<file path="src/rtl/button_debouncer_pkg.sv">
// Shared FSM encodings and helpers for the calculator front-end blocks.
// Holds the debounce channel state encoding used by debounce_cell.
package button_debouncer_pkg;

    // Bit 1 is the accepted level; the WAIT states differ from IDLE in bit 0 vs bit 1.
    typedef enum logic [1:0] {
        IDLE_LOW  = 2'b00,
        WAIT_HIGH = 2'b01,
        IDLE_HIGH = 2'b11,
        WAIT_LOW  = 2'b10
    } debounce_state_e;

    function automatic logic is_wait(input debounce_state_e state);
        return (state == WAIT_HIGH) || (state == WAIT_LOW);
    endfunction

endpackage

</file>
<file path="src/rtl/button_debouncer_if.sv">
// Button pins in, debounced levels and busy flag out.
// The master side is the button source; the slave side is the debouncer.
interface button_debouncer_if #(
    parameter int NUM_BTN = 5
);
    logic [NUM_BTN-1:0] btn_in;
    logic [NUM_BTN-1:0] btn_level;
    logic               btn_busy;

    modport master (
        output btn_in,
        input  btn_level,
        input  btn_busy
    );

    modport slave (
        input  btn_in,
        output btn_level,
        output btn_busy
    );
endinterface

</file>
<file path="src/rtl/button_debouncer_cell.sv">
// One debounce channel: 2-flop synchronizer, 4-state FSM and stability counter.
// The level is accepted after DEBOUNCE_CYCLES+1 consecutive differing samples.
module debounce_cell
    import button_debouncer_pkg::*;
#(
    parameter int DEBOUNCE_CYCLES = 1000000,
    parameter int CNT_W           = $clog2(DEBOUNCE_CYCLES)
) (
    input  logic clk,
    input  logic rst,
    input  logic btn,
    output logic level,
    output logic waiting
);

    localparam logic [CNT_W-1:0] CNT_LAST = CNT_W'(DEBOUNCE_CYCLES - 1);

    logic [1:0]       sync_reg;
    logic             sync;
    debounce_state_e  state_reg;
    logic [CNT_W-1:0] cnt_reg;
    logic             level_reg;

    always_ff @(posedge clk or negedge rst) begin
        if (!rst) begin
            sync_reg <= 2'b00;
        end else begin
            sync_reg <= {sync_reg[0], btn};
        end
    end

    assign sync = sync_reg[1];

    // A reversal in either WAIT state drops back to IDLE, so partial counts never survive.
    always_ff @(posedge clk or negedge rst) begin
        if (!rst) begin
            state_reg <= IDLE_LOW;
            cnt_reg   <= '0;
            level_reg <= 1'b0;
        end else begin
            case (state_reg)
                IDLE_LOW: begin
                    if (sync) begin
                        state_reg <= WAIT_HIGH;
                        cnt_reg   <= '0;
                    end
                end
                WAIT_HIGH: begin
                    if (!sync) begin
                        state_reg <= IDLE_LOW;
                        cnt_reg   <= '0;
                    end else if (cnt_reg == CNT_LAST) begin
                        state_reg <= IDLE_HIGH;
                        cnt_reg   <= '0;
                        level_reg <= 1'b1;
                    end else begin
                        cnt_reg <= cnt_reg + 1'b1;
                    end
                end
                IDLE_HIGH: begin
                    if (!sync) begin
                        state_reg <= WAIT_LOW;
                        cnt_reg   <= '0;
                    end
                end
                WAIT_LOW: begin
                    if (sync) begin
                        state_reg <= IDLE_HIGH;
                        cnt_reg   <= '0;
                    end else if (cnt_reg == CNT_LAST) begin
                        state_reg <= IDLE_LOW;
                        cnt_reg   <= '0;
                        level_reg <= 1'b0;
                    end else begin
                        cnt_reg <= cnt_reg + 1'b1;
                    end
                end
                default: begin
                    state_reg <= IDLE_LOW;
                    cnt_reg   <= '0;
                    level_reg <= 1'b0;
                end
            endcase
        end
    end

    assign level   = level_reg;
    assign waiting = is_wait(state_reg);

endmodule

</file>
<file path="src/rtl/button_debouncer.sv">
// Multi-channel push-button debouncer: one debounce_cell per pin plus a
// registered busy flag that is high while any channel has a change pending.
module button_debouncer
    import button_debouncer_pkg::*;
#(
    parameter int NUM_BTN         = 5,
    parameter int DEBOUNCE_CYCLES = 1000000,
    parameter int CNT_W           = $clog2(DEBOUNCE_CYCLES)
) (
    input logic               clk,
    input logic               rst,
    button_debouncer_if.slave bus
);

    logic [NUM_BTN-1:0] wait_vec;
    logic               busy_reg;

    genvar gi;
    generate
        for (gi = 0; gi < NUM_BTN; gi++) begin : g_chan
            debounce_cell #(
                .DEBOUNCE_CYCLES(DEBOUNCE_CYCLES),
                .CNT_W          (CNT_W)
            ) u_cell (
                .clk    (clk),
                .rst    (rst),
                .btn    (bus.btn_in[gi]),
                .level  (bus.btn_level[gi]),
                .waiting(wait_vec[gi])
            );
        end
    endgenerate

    always_ff @(posedge clk or negedge rst) begin
        if (!rst) begin
            busy_reg <= 1'b0;
        end else begin
            busy_reg <= |wait_vec;
        end
    end

    assign bus.btn_busy = busy_reg;

endmodule

</file>
<file path="src/flat_wrapper.sv">
// flat-port wrapper written by rule: the top's interface ports become plain ports
module button_debouncer_flat import button_debouncer_pkg::*;
#(
    parameter int NUM_BTN         = 5,
    parameter int DEBOUNCE_CYCLES = 1000000,
    parameter int CNT_W           = $clog2(DEBOUNCE_CYCLES)
)
  (clk, rst, bus_btn_in, bus_btn_level, bus_btn_busy);
  button_debouncer_if #(.NUM_BTN(NUM_BTN)) bus_i ();
  input logic clk;
  input logic rst;
  input wire logic [$bits(bus_i.btn_in)-1:0] bus_btn_in;
  output wire logic [$bits(bus_i.btn_level)-1:0] bus_btn_level;
  output wire logic [$bits(bus_i.btn_busy)-1:0] bus_btn_busy;
  assign bus_i.btn_in = bus_btn_in;
  assign bus_btn_level = bus_i.btn_level;
  assign bus_btn_busy = bus_i.btn_busy;
  button_debouncer #(.NUM_BTN(NUM_BTN), .DEBOUNCE_CYCLES(DEBOUNCE_CYCLES), .CNT_W(CNT_W)) u_core (.clk(clk), .rst(rst), .bus(bus_i));
endmodule
</file>
<file path="config.mk">
export PLATFORM = sky130hd
export DESIGN_NAME = button_debouncer_flat
export DESIGN_NICKNAME = d
export VERILOG_FILES = /design/src/rtl/button_debouncer_pkg.sv /design/src/rtl/button_debouncer_if.sv /design/src/rtl/button_debouncer_cell.sv /design/src/rtl/button_debouncer.sv /design/src/flat_wrapper.sv
export SDC_FILE = /design/constraint.sdc
export NUM_CORES = 1
export LEC_CHECK = 0
export ABC_AREA = 0
export BUFFER_PORTS_ARGS = -buffer_cell sky130_fd_sc_hd__buf_2
export CAP_MARGIN = 20
export CORE_MARGIN = 1.5
export CORE_UTILIZATION = 33
export CTS_BUF_LIST = sky130_fd_sc_hd__clkbuf_8
export DETAILED_ROUTE_END_ITERATION = 12
export PLACE_DENSITY = 0.47
export SYNTH_ARGS = -nofsm -noshare
export SYNTH_HDL_FRONTEND = slang
export SYNTH_SLANG_ARGS = --single-unit
</file>
<file path="constraint.sdc">
create_clock -name clk -period 2.1 [get_ports clk]
set_input_delay 0.105 -clock clk [delete_from_list [all_inputs] [get_ports clk]]
set_output_delay 0.105 -clock clk [all_outputs]
set_load 0.02 [all_outputs]
</file>
==> Word level (Yosys, flattened, before mapping) <==
Cells that the tools add are included.
{ "classes": {"n_reduce_logical": 31, "addsub": 5, "mux": 90, "eq_ne": 60} }
{ "op_table": {"columns": ["op", "count"], "rows": [
  ["20-bit 2-to-1 mux", 25],
  ["20-bit case mux with 4 select lines", 5],
  ["20-bit by 1-bit adder with 20-bit output (second input constant)", 5],
  ["20-bit == test (second input constant)", 5],
  ["2-bit 2-to-1 mux", 30],
  ["2-bit inequality test (second input constant)", 30],
  ["2-bit case mux with 4 select lines", 5],
  ["3-bit inequality test (second input constant)", 10],
  ["5-bit AND reduction", 5],
  ["2-bit == test (second input constant)", 10],
  ["1-bit 2-to-1 mux", 20],
  ["4-bit AND reduction", 5],
  ["2-bit by 1-bit == test with 1-bit output (second input constant)", 5],
  ["2-bit zero test", 5],
  ["1-bit case mux with 2 select lines", 5],
  ["2-bit AND reduction", 5],
  ["2-bit nonzero test", 5],
  ["1-bit logical OR", 5],
  ["5-bit OR reduction", 1]
]} }
{ "totals": {"register_bits": 126, "output_inout_bits": 6, "elab_cells": 207, "input_bits": 7} }

==> Logic depth before layout (Yosys ltp) <==
{ "depth": {"ltp_word": 4, "depth_mapped": 8, "mapped_depth_nobuf": 7} }

==> Modules after synthesis <==
From an unflattened synthesis, not the netlist that was laid out.
{ "hier_totals": {"hier_cells": 805, "hier_area_um2": 7790.0} }
{ "modules_own_cells": {"columns": ["module", "n_inst", "area_per_inst_um2", "cells_per_inst", "seq_area_each_um2"], "rows": [
  ["debounce_cell (u_core.g_chan[0].u_cell ...)", 4, 1556.5, 161, 625.6],
  ["debounce_cell (u_core.g_chan[4].u_cell)", 1, 1526.5, 157, 625.6],
  ["button_debouncer", 1, 37.5, 4, 25.0]
]} }

==> Worst setup path before layout <==
No wires, ideal clock.
{ "synth_timing": {"path_type": "register to register", "start": "register u_core.g_chan[2].u_cell.cnt_reg[8]", "end": "register u_core.g_chan[2].u_cell.state_reg[0]", "setup_ps": 125, "n_path_buf": 0, "arrival_time_ps": 1802, "slack_ps": 173, "required_time_ps": 1975, "synth_period_minus_slack_ps": 1927, "stages_incl_launch_ff": 6, "path_cell_list": "dfrtp_1 > or4b_4 > nor3b_4 > nand3_1 > o21ai_1 > mux2_2"} }
{ "synth_between": {"elab_chain_cells": 3, "word_cells_on_any_way": 4, "cone_classes": "eq/ne (3); reduce/logical (1)"} }
{ "synth_rtl": {"columns": ["item", "line_no", "text"], "rows": [
  ["start: declaration", "button_debouncer_cell.sv:21", "logic [CNT_W-1:0] cnt_reg;"],
  ["start signal: assignment", "button_debouncer_cell.sv:57", "cnt_reg <= cnt_reg + 1'b1;"],
  ["start signal: assignment", "button_debouncer_cell.sv:75", "cnt_reg <= cnt_reg + 1'b1;"],
  ["20-bit == test (*)", "button_debouncer_cell.sv:52, button_debouncer_cell.sv:70", null],
  ["3-bit inequality test (no source line)", null, null],
  ["4-bit AND reduction (no source line) (*)", null, null],
  ["end signal: assignment", "button_debouncer_cell.sv:50", "state_reg <= IDLE_LOW;"],
  ["end signal: assignment", "button_debouncer_cell.sv:53", "state_reg <= IDLE_HIGH;"],
  ["end signal: assignment", "button_debouncer_cell.sv:71", "state_reg <= IDLE_LOW;"],
  ["end: declaration", "button_debouncer_cell.sv:20", "debounce_state_e state_reg;"]
]} }
Every way passes the cells marked *; elsewhere a longest branch is shown, timed or not.
A chain may end at the register's enable or synchronous reset.

==> Final worst setup path <==
{ "layout_timing": {"start": "register u_core.g_chan[2].u_cell.cnt_reg[8]", "end": "register u_core.g_chan[2].u_cell.cnt_reg[4]"} }
{ "layout_between": {"elab_chain_cells": 4, "word_cells_on_any_way": 5, "cone_classes": "eq/ne (1); mux (4)"} }
{ "layout_rtl": {"columns": ["item", "line_no", "text"], "rows": [
  ["20-bit == test (*)", "button_debouncer_cell.sv:52, button_debouncer_cell.sv:70", null],
  ["20-bit 2-to-1 mux (*)", "button_debouncer_cell.sv:52, button_debouncer_cell.sv:70", null],
  ["20-bit 2-to-1 mux, on equally long branches", "button_debouncer_cell.sv:67, button_debouncer_cell.sv:49", null],
  ["20-bit case mux with 4 select lines (*)", "button_debouncer_cell.sv:41", "case (state_reg)"]
]} }
Marked as above.

==> results summary <==
The final layout contains 863 nets. After clock tree synthesis, the clock-pin slew on the worst setup and hold paths is 90 ps. In this run, the clock network consumes 23.6% of the power.

The worst slew margin relative to its limit is 55.4%. Overall power consumption after layout is estimated at 8.01 mW. By count the netlist is led by 126 x sky130_fd_sc_hd__dfrtp_1, 78 x sky130_fd_sc_hd__nand2_1, 77 x sky130_fd_sc_hd__nor2_1. The register with the most flip-flops in the layout has 100 of them. The starting utilization of the core area came out at 33.5%. The path category of the worst min-delay check is in2async. The first global-routing pass estimated 29300 um of wire.

The category of the worst setup path launch point is a flop. The repair_antennas step left the layout with diodes totalling 0. The slew at the pin closest to its max-slew limit came out at 670 ps. Setup repair after global routing could not meet its margin everywhere.

At the worst endpoint, the required time is 2450 ps. The power per standard cell area is 952 mW/mm^2. The area share of xor/xnor cells in the synthesized design came out at 2.41%. The share of the synthesized area in compound gates (AO/OA/AOI/OAI) came out at 18.1%. The highest net fanout along the worst path came out at 13. The number of I/O port buffers came out at 12. The cell area after layout is 0.00841 mm^2.

The via count normalized by instance count came out at 5.40. The total wirelength of the detailed-routed design is 17300 um. The master cell of the clock root buffer is sky130_fd_sc_hd__clkbuf_8. The library cell with the highest instance count after synthesis is sky130_fd_sc_hd__dfrtp_1. The area overhead of the layout relative to synthesis came out at 15.7%. The buffer levels on the longest clock path is 2. For this run, asynchronously set or reset flops after synthesis account for 100%. The switching power as a share of total power is 40.4%. The post-layout instance count excluding filler cells came out at 1123.

Summed over all cells, the static leakage comes to 3.74 nW. The run finished with clean final reports. The maximum vdd ir drop came out at 0.442 mV.

Multiplexer cells account for 3.99% of the synthesized area. Once detail routing completed, the nets flagged for antenna violations numbered 0. The setup TNS came out at 0 ps. The biggest area contributor in the post-synthesis netlist is sky130_fd_sc_hd__dfrtp_1. The net load switching power came out at 3.23 mW.

The post-synthesis net count came out at 807. The number of global-route vias before repair is 6048. The number of pins exceeding their max-slew limit in the final report came out at 0. The routed length per placed instance came out at 15.4 um.

The horizontal die dimension is 151 um. The top cell type's share of synthesized area came out at 43.4%. Cells fill 38.8% of the core in the end. The flip-flop and latch count after synthesis is 126. The maximum number of pins on one net before global-route repair came out at 68. The minimum setup slack in the final design is 69.4 ps. After detailed placement, the total cell area comes to 0.00794 mm^2.

Clock tree synthesis inserted a total of 17 buffers. The final setup violation count came out at 0. The sequential-to-total area share from yosys stat is 43.4%. The endpoint arrival time on the critical path is 2380 ps. The cell-internal power came out at 4.78 mW. The post-route clock skew is 17.8 ps. The timing-limited maximum frequency came out at 0.492 GHz. In the synthesized netlist the dominant register cell turns out to be sky130_fd_sc_hd__dfrtp_1. The worst hold slack across all endpoints came out at 232 ps. The synthesized design contains 0 enable-type register cells. For the finished layout, the period the worst path requires is 2030 ps. Detailed routing inserted a total of 6062 vias. The height of the die is 151 um.

The share of power burned in combinational logic came out at 42.4%. The number of antenna violations at the first check in global routing is 0. The number of hold violations in the final report came out at 0. The later-pin clock latency in the skew report came out at 450 ps. The share of the cycle needed by the critical path after routing is 96.7%. The cell count after placement came out at 1085. The fraction of final layout cells sized beyond drive strength 1 is 16.6%. The number of distinct library cells after synthesis is 68. The count of synthesis-stage warnings from yosys is 0. Synthesis produced a netlist whose cell count is 775.

The combined global-route utilization of all metal layers came out at 16.0%. The adder and majority gate portion of the synthesized area came out at 4.30%. The sequential share of power is 34.0%.

The pre-CTS setup slack came out at -4.63 ps. The total iterations of the first detailed-routing run is 5. Detailed placement finished with a half-perimeter wire length of 11800 um.

At the end of routability-driven placement, the weighted congestion stood at 0.780. The post-synthesis average cell area is 9.38 um^2. The number of max-capacitance violations reported is 0. In the post-synthesis netlist, the biggest area contributors are sky130_fd_sc_hd__dfrtp_1 43%, sky130_fd_sc_hd__ha_1 4.3%, sky130_fd_sc_hd__nand2_1 4.0%. The number of core rows came out at 54. The first routing iteration left 323 violations. The worst setup path is of the reg2reg kind. The summed instance area of the synthesized netlist came out at 0.00727 mm^2.

The number of H-tree levels came out at 4. The die outline area came out at 0.0229 mm^2. The number of top-level pins is 13. TritonCTS built the clock tree.

The tree built by TritonCTS fans out to 126 sinks. In the routed design, unresolved DRC markers number 0. Summed over all layers, the global routing overflow is 0. The synthesized-area fraction occupied by and/or/nand/nor cells is 24.1%. By area, the combinational part of the netlist is dominated by simple AND/OR/NAND/NOR gates. The placeable core region came out at 0.0217 mm^2.

The kind of end point of the critical path is a flop.
critical path: stages, from the launching register on:
cell	delay (ps)
sky130_fd_sc_hd__dfrtp_1	390
sky130_fd_sc_hd__or4b_4	550
sky130_fd_sc_hd__nor3b_4	210
sky130_fd_sc_hd__buf_4	160
sky130_fd_sc_hd__a31oi_4	190
sky130_fd_sc_hd__a21o_2	250
sky130_fd_sc_hd__a22o_1	170
per-layer routing:
layer | part of all wire, % | track usage (%) | wire length [um]
met1 | 48 | 20.6 | 8320
met2 | 49 | 26.9 | 8390
met3 | 2.4 | 3.16 | 420
met4 | 0.78 | 5.19 | 135
met5 | 0 | 0 | 0
logic make-up (layout without fill, tap and decap cells):
kind of cell    after synthesis  count (layout)
simple gates                336             336
buf+inv                      57             125
mux                          27              27
fa+ha+maj                    25              25
compound gates              184             184
flops                       126             126
xor+xnor                     20              20
repair_timing:
action,in CTS,in global routing
buffers inserted,0,1
resized for setup,2,12
hold buffers,6,0
hold endpoints to repair,69,0
setup endpoints to repair,6,33
pin swaps,0,1
area by class of cell:
class | instances | area (um^2)
fillers | 2148 | 13300
multi-input cells | 592 | 3910
flip-flops and latches | 126 | 3150
repair buffers | 70 | 571
well taps | 280 | 350
clock buffers | 18 | 248
clock inverters | 13 | 93.8
inverters | 24 | 90.1
worst paths after layout:
path / startpoint / to / slack (ps) / cells after the start
max in group asynchronous: rst / u_core.g_chan[0].u_cell.cnt_reg[2] / 1200 / 3
hold / removal: rst / u_core.g_chan[1].u_cell.cnt_reg[17] / 230 / 2
hold reg to reg: u_core.g_chan[2].u_cell.sync_reg[0] / u_core.g_chan[2].u_cell.sync_reg[1] / 370 / 0
setup reg to reg: u_core.g_chan[2].u_cell.cnt_reg[8] / u_core.g_chan[2].u_cell.cnt_reg[4] / 70 / 6
setup / recovery: u_core.g_chan[2].u_cell.cnt_reg[8] / u_core.g_chan[2].u_cell.cnt_reg[4] / 70 / 6
min in group clk: bus_btn_in[0] / u_core.g_chan[0].u_cell.sync_reg[0] / 290 / 2
layout by cell type, fill, tap and decap left out, types with 6 or more instances in the layout:
cell type	n
sky130_fd_sc_hd__dfrtp_1	126
sky130_fd_sc_hd__nor4_1	13
sky130_fd_sc_hd__buf_2	11
sky130_fd_sc_hd__nor2b_1	8
sky130_fd_sc_hd__a21o_1	20
sky130_fd_sc_hd__nand2_1	78
sky130_fd_sc_hd__ha_1	25
sky130_fd_sc_hd__inv_1	24
sky130_fd_sc_hd__mux2_2	15
sky130_fd_sc_hd__nand4_1	20
sky130_fd_sc_hd__a22o_1	32
sky130_fd_sc_hd__a31oi_1	20
sky130_fd_sc_hd__nor2_1	75
sky130_fd_sc_hd__mux2i_1	11
sky130_fd_sc_hd__a41oi_1	8
sky130_fd_sc_hd__buf_4	47
sky130_fd_sc_hd__nor3_1	19
sky130_fd_sc_hd__and4_1	8
sky130_fd_sc_hd__o21ai_0	31
sky130_fd_sc_hd__nand3_1	51
sky130_fd_sc_hd__dlygate4sd3_1	6
sky130_fd_sc_hd__xor2_1	15
sky130_fd_sc_hd__o31ai_1	9
sky130_fd_sc_hd__and3_1	15
sky130_fd_sc_hd__and2_1	9
sky130_fd_sc_hd__a21oi_1	22
sky130_fd_sc_hd__clkbuf_8	18
power by group through the flow:
stage	combinational [mW]	sequential, mW	clock [mW]
2_1_floorplan	2.30	2.73	0
3_3_place_gp	3.22	2.75	0
3_5_place_dp	3.34	2.77	0
4_1_cts	3.38	2.72	1.98
5_1_grt	3.77	2.75	2.11
6_report	3.40	2.72	1.89
Note: power is estimated with default switching activity, not from simulation.
